===== src/rtl/dcache_pkg.sv =====
// Shared geometry and controller state encoding for the direct-mapped data cache.
package dcache_pkg;

  localparam int TAG_W   = 26;
  localparam int INDEX_W = 4;
  localparam int LINES   = 16;

  typedef enum logic [1:0] {
    IDLE      = 2'd0,
    RD_REQ    = 2'd1,
    WR_REQ    = 2'd2,
    FLUSH_ALL = 2'd3
  } state_t;

endpackage


===== src/rtl/dcache_line_store.sv =====
// Valid/tag/data arrays for the direct-mapped cache: one async read port,
// one fill/update write port and one per-index invalidate port.
module dcache_line_store
  import dcache_pkg::*;
#(
  parameter int LINES   = dcache_pkg::LINES,
  parameter int INDEX_W = dcache_pkg::INDEX_W,
  parameter int TAG_W   = dcache_pkg::TAG_W
) (
  input  logic               i_clk,
  input  logic               i_rst_n,
  input  logic [INDEX_W-1:0] i_rd_idx,
  output logic               o_valid,
  output logic [TAG_W-1:0]   o_tag,
  output logic [31:0]        o_data,
  input  logic               i_wr_en,
  input  logic [INDEX_W-1:0] i_wr_idx,
  input  logic [TAG_W-1:0]   i_wr_tag,
  input  logic [31:0]        i_wr_data,
  input  logic               i_inv_en,
  input  logic [INDEX_W-1:0] i_inv_idx
);

  logic [LINES-1:0] r_valid;
  logic [TAG_W-1:0] r_tag  [LINES];
  logic [31:0]      r_data [LINES];

  // Valid bits: the only state cleared by reset; a fill marks the line valid.
  always_ff @(posedge i_clk or negedge i_rst_n) begin
    if (!i_rst_n) begin
      r_valid <= '0;
    end else begin
      if (i_inv_en) r_valid[i_inv_idx] <= 1'b0;
      if (i_wr_en)  r_valid[i_wr_idx]  <= 1'b1;
    end
  end

  // Tag/data storage: contents are meaningless while the valid bit is clear.
  always_ff @(posedge i_clk) begin
    if (i_wr_en) begin
      r_tag[i_wr_idx]  <= i_wr_tag;
      r_data[i_wr_idx] <= i_wr_data;
    end
  end

  assign o_valid = r_valid[i_rd_idx];
  assign o_tag   = r_tag[i_rd_idx];
  assign o_data  = r_data[i_rd_idx];

endmodule


===== src/rtl/dcache_controller.sv =====
// Direct-mapped data cache sequencer: same-cycle read hits, refill on read miss,
// write-through without allocate, single-line and whole-cache invalidation.
module dcache_controller
  import dcache_pkg::*;
#(
  parameter int LINES   = dcache_pkg::LINES,
  parameter int INDEX_W = dcache_pkg::INDEX_W,
  parameter int TAG_W   = dcache_pkg::TAG_W
) (
  input  logic        iClk,
  input  logic        iRstN,
  input  logic [31:0] iAddress,
  input  logic        iReadEn,
  input  logic        iWriteEn,
  input  logic [31:0] iWriteData,
  output logic [31:0] oReadData,
  output logic        oHit,
  output logic        oStall,
  input  logic        iFlushEn,
  input  logic        iFlushAll,
  input  logic [31:0] iFlushAddress,
  output logic        oFlushBusy,
  output logic        oMemReq,
  output logic        oMemWe,
  output logic [31:0] oMemAddr,
  output logic [31:0] oMemWData,
  input  logic        iMemAck,
  input  logic [31:0] iMemRData
);

  localparam logic [INDEX_W-1:0] LAST_IDX = INDEX_W'(LINES - 1);

  state_t             r_state, w_next;
  logic [29:0]        r_addr;
  logic [31:0]        r_wdata;
  logic               r_pend_all, r_pend_one, r_wr_done;
  logic [INDEX_W-1:0] r_pend_idx, r_sweep;

  logic [INDEX_W-1:0] w_cpu_idx, w_flush_idx, w_lat_idx, w_rd_idx, w_inv_idx;
  logic [TAG_W-1:0]   w_cpu_tag, w_lat_tag, w_cmp_tag, w_line_tag;
  logic [31:0]        w_line_data, w_wr_data;
  logic               w_line_valid, w_line_hit, w_cpu_wr, w_cpu_req;
  logic               w_latch, w_wr_en, w_inv_en;
  logic               w_all_taken, w_one_taken, w_one_clr, w_done_clr;
  logic               w_unused;

  // Byte-offset and non-index flush-address bits carry no meaning for word lines.
  assign w_unused = ^{iAddress[1:0], iFlushAddress[31:2+INDEX_W], iFlushAddress[1:0]};

  assign w_cpu_idx   = iAddress[2 +: INDEX_W];
  assign w_cpu_tag   = iAddress[31 -: TAG_W];
  assign w_flush_idx = iFlushAddress[2 +: INDEX_W];
  assign w_lat_idx   = r_addr[INDEX_W-1:0];
  assign w_lat_tag   = r_addr[29 -: TAG_W];

  // IDLE looks up the live CPU address; memory states look up the latched one.
  assign w_rd_idx   = (r_state == IDLE) ? w_cpu_idx : w_lat_idx;
  assign w_cmp_tag  = (r_state == IDLE) ? w_cpu_tag : w_lat_tag;
  assign w_line_hit = w_line_valid && (w_line_tag == w_cmp_tag);

  // A completed write stays masked until the CPU sees oStall low, so a held
  // write is not repeated and a paired read gets serviced afterwards.
  assign w_cpu_wr  = iWriteEn && !r_wr_done;
  assign w_cpu_req = iReadEn || w_cpu_wr;
  assign w_wr_data = (r_state == RD_REQ) ? iMemRData : r_wdata;

  dcache_line_store #(
    .LINES  (LINES),
    .INDEX_W(INDEX_W),
    .TAG_W  (TAG_W)
  ) u_store (
    .i_clk    (iClk),
    .i_rst_n  (iRstN),
    .i_rd_idx (w_rd_idx),
    .o_valid  (w_line_valid),
    .o_tag    (w_line_tag),
    .o_data   (w_line_data),
    .i_wr_en  (w_wr_en),
    .i_wr_idx (w_lat_idx),
    .i_wr_tag (w_lat_tag),
    .i_wr_data(w_wr_data),
    .i_inv_en (w_inv_en),
    .i_inv_idx(w_inv_idx)
  );

  // Next-state and control decode; flushes outrank CPU accesses in IDLE.
  always_comb begin
    w_next      = r_state;
    oHit        = 1'b0;
    oStall      = 1'b0;
    oMemReq     = 1'b0;
    oMemWe      = 1'b0;
    w_latch     = 1'b0;
    w_wr_en     = 1'b0;
    w_inv_en    = 1'b0;
    w_inv_idx   = r_sweep;
    w_all_taken = 1'b0;
    w_one_taken = 1'b0;
    w_one_clr   = 1'b0;
    w_done_clr  = 1'b0;
    case (r_state)
      IDLE: begin
        if (r_pend_all || iFlushAll) begin
          w_next      = FLUSH_ALL;
          oStall      = w_cpu_req;
          w_all_taken = 1'b1;
          w_one_taken = 1'b1;
          w_one_clr   = 1'b1;
        end else if (r_pend_one) begin
          w_inv_en  = 1'b1;
          w_inv_idx = r_pend_idx;
          oStall    = w_cpu_req;
          w_one_clr = 1'b1;
        end else if (iFlushEn) begin
          w_inv_en    = 1'b1;
          w_inv_idx   = w_flush_idx;
          oStall      = w_cpu_req;
          w_one_taken = 1'b1;
        end else if (w_cpu_wr) begin
          oStall  = 1'b1;
          w_latch = 1'b1;
          w_next  = WR_REQ;
        end else if (iReadEn) begin
          if (w_line_hit) begin
            oHit = 1'b1;
          end else begin
            oStall  = 1'b1;
            w_latch = 1'b1;
            w_next  = RD_REQ;
          end
        end
        w_done_clr = !oStall;
      end
      RD_REQ: begin
        oMemReq = 1'b1;
        oStall  = 1'b1;
        if (iMemAck) begin
          w_wr_en = 1'b1;
          w_next  = IDLE;
        end
      end
      WR_REQ: begin
        oMemReq = 1'b1;
        oMemWe  = 1'b1;
        oStall  = 1'b1;
        if (iMemAck) begin
          w_wr_en = w_line_hit;
          w_next  = IDLE;
        end
      end
      FLUSH_ALL: begin
        oStall   = 1'b1;
        w_inv_en = 1'b1;
        if (r_sweep == LAST_IDX) w_next = IDLE;
      end
      default: w_next = IDLE;
    endcase
  end

  assign oReadData  = oHit ? w_line_data : '0;
  assign oMemAddr   = oMemReq ? {r_addr, 2'b00} : '0;
  assign oMemWData  = oMemWe ? r_wdata : '0;
  assign oFlushBusy = (r_state == FLUSH_ALL);

  // State register; reset abandons any outstanding memory request at once.
  always_ff @(posedge iClk or negedge iRstN) begin
    if (!iRstN) r_state <= IDLE;
    else        r_state <= w_next;
  end

  // Capture the missing/written address and write data when leaving IDLE.
  always_ff @(posedge iClk or negedge iRstN) begin
    if (!iRstN) begin
      r_addr  <= '0;
      r_wdata <= '0;
    end else if (w_latch) begin
      r_addr  <= iAddress[31:2];
      r_wdata <= iWriteData;
    end
  end

  // Deferred flush requests, sweep counter and write-completion mask.
  always_ff @(posedge iClk or negedge iRstN) begin
    if (!iRstN) begin
      r_pend_all <= 1'b0;
      r_pend_one <= 1'b0;
      r_pend_idx <= '0;
      r_sweep    <= '0;
      r_wr_done  <= 1'b0;
    end else begin
      if (iFlushAll && !w_all_taken) r_pend_all <= 1'b1;
      else if (w_all_taken)          r_pend_all <= 1'b0;
      if (iFlushEn && !w_one_taken) begin
        r_pend_one <= 1'b1;
        r_pend_idx <= w_flush_idx;
      end else if (w_one_clr) begin
        r_pend_one <= 1'b0;
      end
      if (r_state == FLUSH_ALL) r_sweep <= r_sweep + 1'b1;
      if (r_state == WR_REQ && iMemAck) r_wr_done <= 1'b1;
      else if (w_done_clr)              r_wr_done <= 1'b0;
    end
  end

endmodule


===== config.mk =====
export PLATFORM = sky130hd
export DESIGN_NAME = dcache_controller
export DESIGN_NICKNAME = d
export VERILOG_FILES = /design/src/rtl/dcache_pkg.sv /design/src/rtl/dcache_line_store.sv /design/src/rtl/dcache_controller.sv
export SDC_FILE = /design/constraint.sdc
export NUM_CORES = 1
export LEC_CHECK = 0
export ABC_AREA = 0
export CORE_ASPECT_RATIO = 0.9
export CORE_MARGIN = 4
export CORE_UTILIZATION = 35
export DETAILED_ROUTE_END_ITERATION = 7
export HOLD_SLACK_MARGIN = 0.05
export SETUP_SLACK_MARGIN = 0.15
export SLEW_MARGIN = 20
export SYNTH_ARGS = -nofsm -noshare
export SYNTH_HDL_FRONTEND = slang
export SYNTH_HIERARCHICAL = 1
export SYNTH_SLANG_ARGS = --single-unit

===== constraint.sdc =====
create_clock -name iClk -period 20.2 [get_ports iClk]
set_clock_uncertainty 0.2 [all_clocks]
set_input_delay 4.04 -clock iClk [delete_from_list [all_inputs] [get_ports iClk]]
set_output_delay 4.04 -clock iClk [all_outputs]
set_load 0.05 [all_outputs]

==> results_dict.tcl, run 1 <==
set metrics [dict create \
    fin_crit_sh_pct 70.9 \
    cts_resized 0 \
    dieArea_mm2 0.121 \
    maxCapViolations 0 \
    drt_iter0_markers 2042 \
    htree_num_levels 3 \
    gp_congestion 0.745 \
    synth-main-ff-cell "edfxtp_1" \
    grt.total_usage_pct 16.4 \
    via_count 20400 \
    tightest_slew_ns 1.12 \
    grt_pass1_wl_um 146000 \
    io_pins 236 \
    clk_pin_slew_ns 0.06 \
    outcome "finished clean" \
    place_area_mm2 0.0441 \
    syn_area_mm2 0.0403 \
    synthArstFlopShare_pct 8.93 \
    die_w_um 366 \
    post-place-ws_ns 5.81 \
    stdcell_count 3765 \
    drive_above_1_share_pct 24.0 \
    antenna_found_initial 2 \
    worstPathRequired_ns 15.96 \
    numCtsBuffers 102 \
    grt_remaining_overflow 0 \
    critical-path-slowest-cell "buf_4" \
    crit_type "in2out" \
    area_delta_synth_final_pct 17.6 \
    viasPerCell 5.41 \
    io_buffer_count 203 \
    start_util_pct 35.4 \
    core_mm2 0.114 \
    synth.avg_cell_area_um2 20.6 \
    routed_wl_um 100000 \
    slew_viol_final 0 \
    ys.warnings.count 6 \
    clkLatencyLatePin_ns 0.68 \
    setup_viol 0 \
    cp-start-kind "primary input" \
    postLayoutCoreUtil_pct 41.7 \
    ir_worst_vdd_uv 134 \
    crit_chain "clkdlybuf4s50_1, mux2_8, buf_4, mux4_2, a22oi_1, nand2_1, xnor2_1, nor4_1, nand3_1, nor4_4, buf_4, and2_1, clkdlybuf4s50_1" \
    dp_hpwl_um 52700 \
    path_max_fanout 106 \
    routedWlPerCell_um 26.6 \
    die_h_um 330 \
    setup_slack_ns 5.87 \
    synth_seq_cells 1019 \
    hold_ws_ns 0.312 \
    fillCellCount 9825 \
    synth-edff-count 928 \
    cts_hold_buf 0 \
    antenna_left 0 \
    nets 2334 \
    grt_pass1_vias 21300 \
    clock_path_buffers 3 \
    std_cell_rows 117 \
    fin_setup_tns_ns 0 \
    endpoint_kind "output port" \
    fin_crit_ns 14.33 \
    finalHoldViolations 0 \
    root_buffer "clkbuf_16" \
    placedCellCount 3575 \
    grt_max_degree 107 \
    cts.sinks 1019 \
    hold_path_class "reg2reg" \
    crit_arrival_ns 10.09 \
    leakagePower_nw 15.3 \
    rsz0062_at_grt "false" \
    final_area_mm2 0.0474 \
    max_freq_mhz 69.8 \
    first_pass_iters 5 \
    max_slew_margin_pct 25.1 \
    finalPower_mw 7.17 \
    slowest_delay_ns 0.88 \
    drc 0 \
    synthDistinctLibCells 41 \
    tritoncts "done" \
    synth_cells 1953 \
    cts_setup_buffers 0 \
    powerDensity_mw_per_mm2 151 \
    yosysSeqAreaShare_pct 74.8 \
]
[cells in the mapped netlist, types with 4 or more instances]
cell      count  area share, %
buf_6        12           0.34
buf_2        31           0.38
mux2_2       96            2.7
nand2_1      72           0.67
nand3_1       9           0.11
ha_1          6           0.19
a22oi_1     122            2.3
and2_1       95            1.5
nor3_1        7          0.087
a21oi_1       4          0.050
dfrtp_1      91            5.6
mux2i_1      27           0.67
nor4_1       10           0.16
edfxtp_1    928             69
inv_1         6          0.056
xnor2_1      28           0.61
a31oi_1       4          0.062
mux2_1        7           0.20
mux4_2      236             13
clkbuf_1     60           0.56
nor2_1       19           0.18
nand3b_1      4          0.074
nand2b_1     10           0.16
o21ai_0      36           0.45
nor2b_1       8           0.12
[layer usage]
layer  track usage, %  part of all wire, %  vias to the layer above
met1             22.3                   42                    11000
met5                0                    0                        -
met4             4.07                  1.9                        0
met3             2.93                  5.9                      134
li1                 -                    -                     8519
met2             27.6                   50                      698
[flip-flops by register name, indices dropped and copies added (netlist names)]
| signal | count |
|---|---|
| r_addr | 30 |
| u_store/r_data | 512 |
| r_pend_one | 1 |
| r_wr_done | 1 |
| r_pend_all | 1 |
| r_state | 2 |
| u_store/r_valid | 16 |
| r_pend_idx | 4 |
| r_sweep | 4 |
| u_store/r_tag | 416 |
| r_wdata | 32 |
[cells by family (layout without fill, tap and decap cells)]
family / count (synthesis) / in the layout / synth area share, %
and+or+nand+nor: 244 / 244 / 3.22
adders and majority gates: 6 / 6 / 0.186
buffers and inverters: 113 / 436 / 1.40
other: 1 / 3 / 0.00930
AOI/OAI and AO/OA: 175 / 175 / 3.05
muxes: 366 / 366 / 16.7
xor gates and xnor gates: 29 / 29 / 0.630
DFF: 1019 / 1019 / 74.8
[cell usage in the layout, fill, tap and decap left out, drive strengths merged, types with 7 or more instances in the layout]
| master | n |
|---|---|
| nor4 | 11 |
| nand3 | 9 |
| buf | 40 |
| dfrtp | 91 |
| a22oi | 122 |
| mux2i | 27 |
| clkinv | 38 |
| nand2 | 72 |
| xnor2 | 28 |
| inv | 7 |
| o21ai | 36 |
| nor3 | 7 |
| clkbuf | 138 |
| mux4 | 236 |
| nand2b | 10 |
| clkdlybuf4s50 | 202 |
| edfxtp | 928 |
| nor2 | 19 |
| nor2b | 8 |
| mux2 | 103 |
| and2 | 95 |
[final timing paths]
| check | startpoint | endpoint | slack (ns) | cells after the start |
|---|---|---|---|---|
| max | iAddress[3] | oReadData[31] | 5.87 | 13 |
| min | r_pend_idx[0] | r_pend_idx[0] | 0.31 | 1 |
| max reg2reg | r_state[1] | u_store/r_tag[13][11] | 11.93 | 15 |
| min reg2reg | r_pend_idx[0] | r_pend_idx[0] | 0.31 | 1 |
| max in group asynchronous | iRstN | r_addr[12] | 15.58 | 3 |
| min in group asynchronous | iRstN | r_wdata[3] | 3.12 | 1 |
[worst max-delay path, delay by kind of cell]
family	cells	cell delay [ns]
AO/OA/AOI/OAI	1	0.24
XOR/XNOR	1	0.19
buffers and inverters	4	2.67
multiplexers	2	1.24
AND/OR/NAND/NOR	5	1.56
[layout make-up]
class                      count  area, um^2  share of cell area (%)
timing repair buffer         242        2350                    4.97
clock buffer                 138        2760                    5.82
multi-input combinational    822        9790                    20.6
tap                         1487        1860                    3.92
inverter                       6        22.5                  0.0475
antenna                        1        2.50                 0.00528
sequential                  1019       30100                    63.6
clock inverter                50         482                    1.02
[power by group]
group | internal (mW) | switching, mW | leakage [nW]
logic | 0.977 | 1.44 | 4.13
registers | 2.74 | 0.185 | 9.60
clock network | 1.04 | 0.781 | 1.57
Note: power is estimated with default switching activity, not from simulation.
==> run 2: changes to the inputs <==
==> constraint.sdc (replaced) <==
create_clock -name iClk -period 13.99 [get_ports iClk]
set_clock_uncertainty 0.2 [all_clocks]
set_input_delay 2.798 -clock iClk [delete_from_list [all_inputs] [get_ports iClk]]
set_output_delay 2.798 -clock iClk [all_outputs]
set_load 0.05 [all_outputs]
==> results_dict.tcl, run 2 (synthesis results as in run 1) <==
set metrics [dict create \
    cp-start-kind "primary input" \
    drive_above_1_share_pct 24.0 \
    post-place-ws_ns 2.47 \
    leakagePower_nw 15.3 \
    hold_path_class "reg2reg" \
    die_h_um 330 \
    setup_viol 0 \
    top_regs "u_store/r_data (512), u_store/r_tag (416), r_wdata (32)" \
    via_count 20300 \
    reg2reg_depth 15 \
    area_delta_synth_final_pct 17.6 \
    dieArea_mm2 0.121 \
    grt_pass1_vias 21200 \
    placedCellCount 3579 \
    rsz0062_at_grt "false" \
    rrSetupSlack_ns 6.07 \
    stdcell_count 3762 \
    worstPathRequired_ns 10.99 \
    antenna_left 0 \
    use_met2_pct 27.0 \
    final_cell_mix "edfxtp_1, mux4_2, clkdlybuf4s50_1, a22oi_1, clkbuf_16" \
    viasPerCell 5.38 \
    r2r-start "r_state[0]" \
    path_max_fanout 58 \
    ir_worst_vdd_uv 183 \
    start_util_pct 35.4 \
    powerDensity_mw_per_mm2 219 \
    outcome "finished clean" \
    hold_ws_ns 0.302 \
    setup_slack_ns 2.52 \
    maxCapViolations 0 \
    fin_crit_ns 11.47 \
    cts.sinks 1019 \
    final_common_cell "edfxtp_1" \
    cts_hold_buf 0 \
    root_buffer "clkbuf_16" \
    diodes 0 \
    grt-busiest-layer "met2" \
    gp_congestion 0.754 \
    rr_endpoint "u_store/r_data[10][13]" \
    grt_util_met3_pct 2.57 \
    crit_type "in2out" \
    routed_wl_um 98600 \
    routedWlPerCell_um 26.2 \
    grt.total_usage_pct 16.1 \
    clock_path_buffers 3 \
    hold-path-endpoint "u_store/r_valid[11]" \
    grt_use_met1_pct 22.2 \
    nets 2335 \
    dp_hpwl_um 52400 \
    place_area_mm2 0.0442 \
    cts_resized 0 \
    endpoint_kind "output port" \
    tritoncts "done" \
    fin_crit_sh_pct 82.0 \
    fin_setup_tns_ns 0 \
    regMostFlops "u_store/r_data" \
    io_pins 236 \
    drt_iter0_markers 1839 \
    io_buffer_count 203 \
    grt_max_degree 108 \
    cts_setup_buffers 0 \
    numCtsBuffers 100 \
    clk_pin_slew_ns 0.06 \
    slew_viol_final 0 \
    whs_path_depth 2 \
    finalHoldViolations 0 \
    die_w_um 366 \
    max_slew_margin_pct 20.9 \
    largest_reg_flops 512 \
    final_area_mm2 0.0474 \
    max_freq_mhz 87.2 \
    htree_num_levels 3 \
    grt_pass1_wl_um 143000 \
    antenna_found_initial 3 \
    first_pass_iters 5 \
    drc 0 \
    clkLatencyLatePin_ns 0.67 \
    core_mm2 0.114 \
    hp-start "u_store/r_valid[11]" \
    tightest_slew_ns 1.18 \
    std_cell_rows 117 \
    grt_remaining_overflow 0 \
    crit_arrival_ns 8.47 \
]
-- run 2: worst max-delay path, stage by stage --
cell,delay [ns]
clkdlybuf4s50_1,0.53
mux2_8,0.64
buf_4,0.63
mux4_2,0.58
a22oi_1,0.23
nand2_1,0.12
xnor2_1,0.26
nor4_1,0.35
nand4_1,0.41
nor4_4,0.35
buf_4,0.40
and2_1,0.21
clkdlybuf4s50_1,0.80
-- run 2: final cells by class --
class | instances | area [um^2]
clock buffers | 122 | 2640
clock inverters | 61 | 582
fillers | 9707 | 66300
inverters | 6 | 22.5
multi-input cells | 822 | 9790
flip-flops and latches | 1019 | 30100
well taps | 1487 | 1860
repair buffers | 245 | 2370
-- run 2: layer usage --
| metal | vias to the layer above | wire [um] |
|---|---|---|
| li1 | 8516 | - |
| met1 | 10900 | 42000 |
| met2 | 694 | 48600 |
| met3 | 131 | 6020 |
| met4 | 0 | 1970 |
| met5 | - | 0 |
-- run 2: stage by stage --
stage,util (%),total power [mW]
floorplan,-,6.66
global placement,38.8,7.75
detailed placement,38.8,7.84
CTS,41.7,10.5
global route,41.7,10.9
finish,41.7,10.4
-- run 2: how the worst max path moves through the flow --
stage,from,end,slack (ns),cells past startpoint
floorplan,iAddress[2],u_store/r_data[0][0],3.23,14
global placement,iAddress[2],oReadData[23],2.52,13
detailed placement,iAddress[2],oReadData[9],2.47,13
CTS,iAddress[2],oReadData[9],2.44,13
global route,iAddress[2],oReadData[9],2.17,13
finish,iAddress[2],oReadData[9],2.52,13
-- run 2: where the power goes --
| part | switching, mW | internal (mW) | total (mW) |
|---|---|---|---|
| combinational | 2.10 | 1.42 | 3.51 |
| clock | 1.13 | 1.53 | 2.65 |
| sequential | 0.266 | 3.96 | 4.22 |
| total | 3.49 | 6.90 | 10.4 |
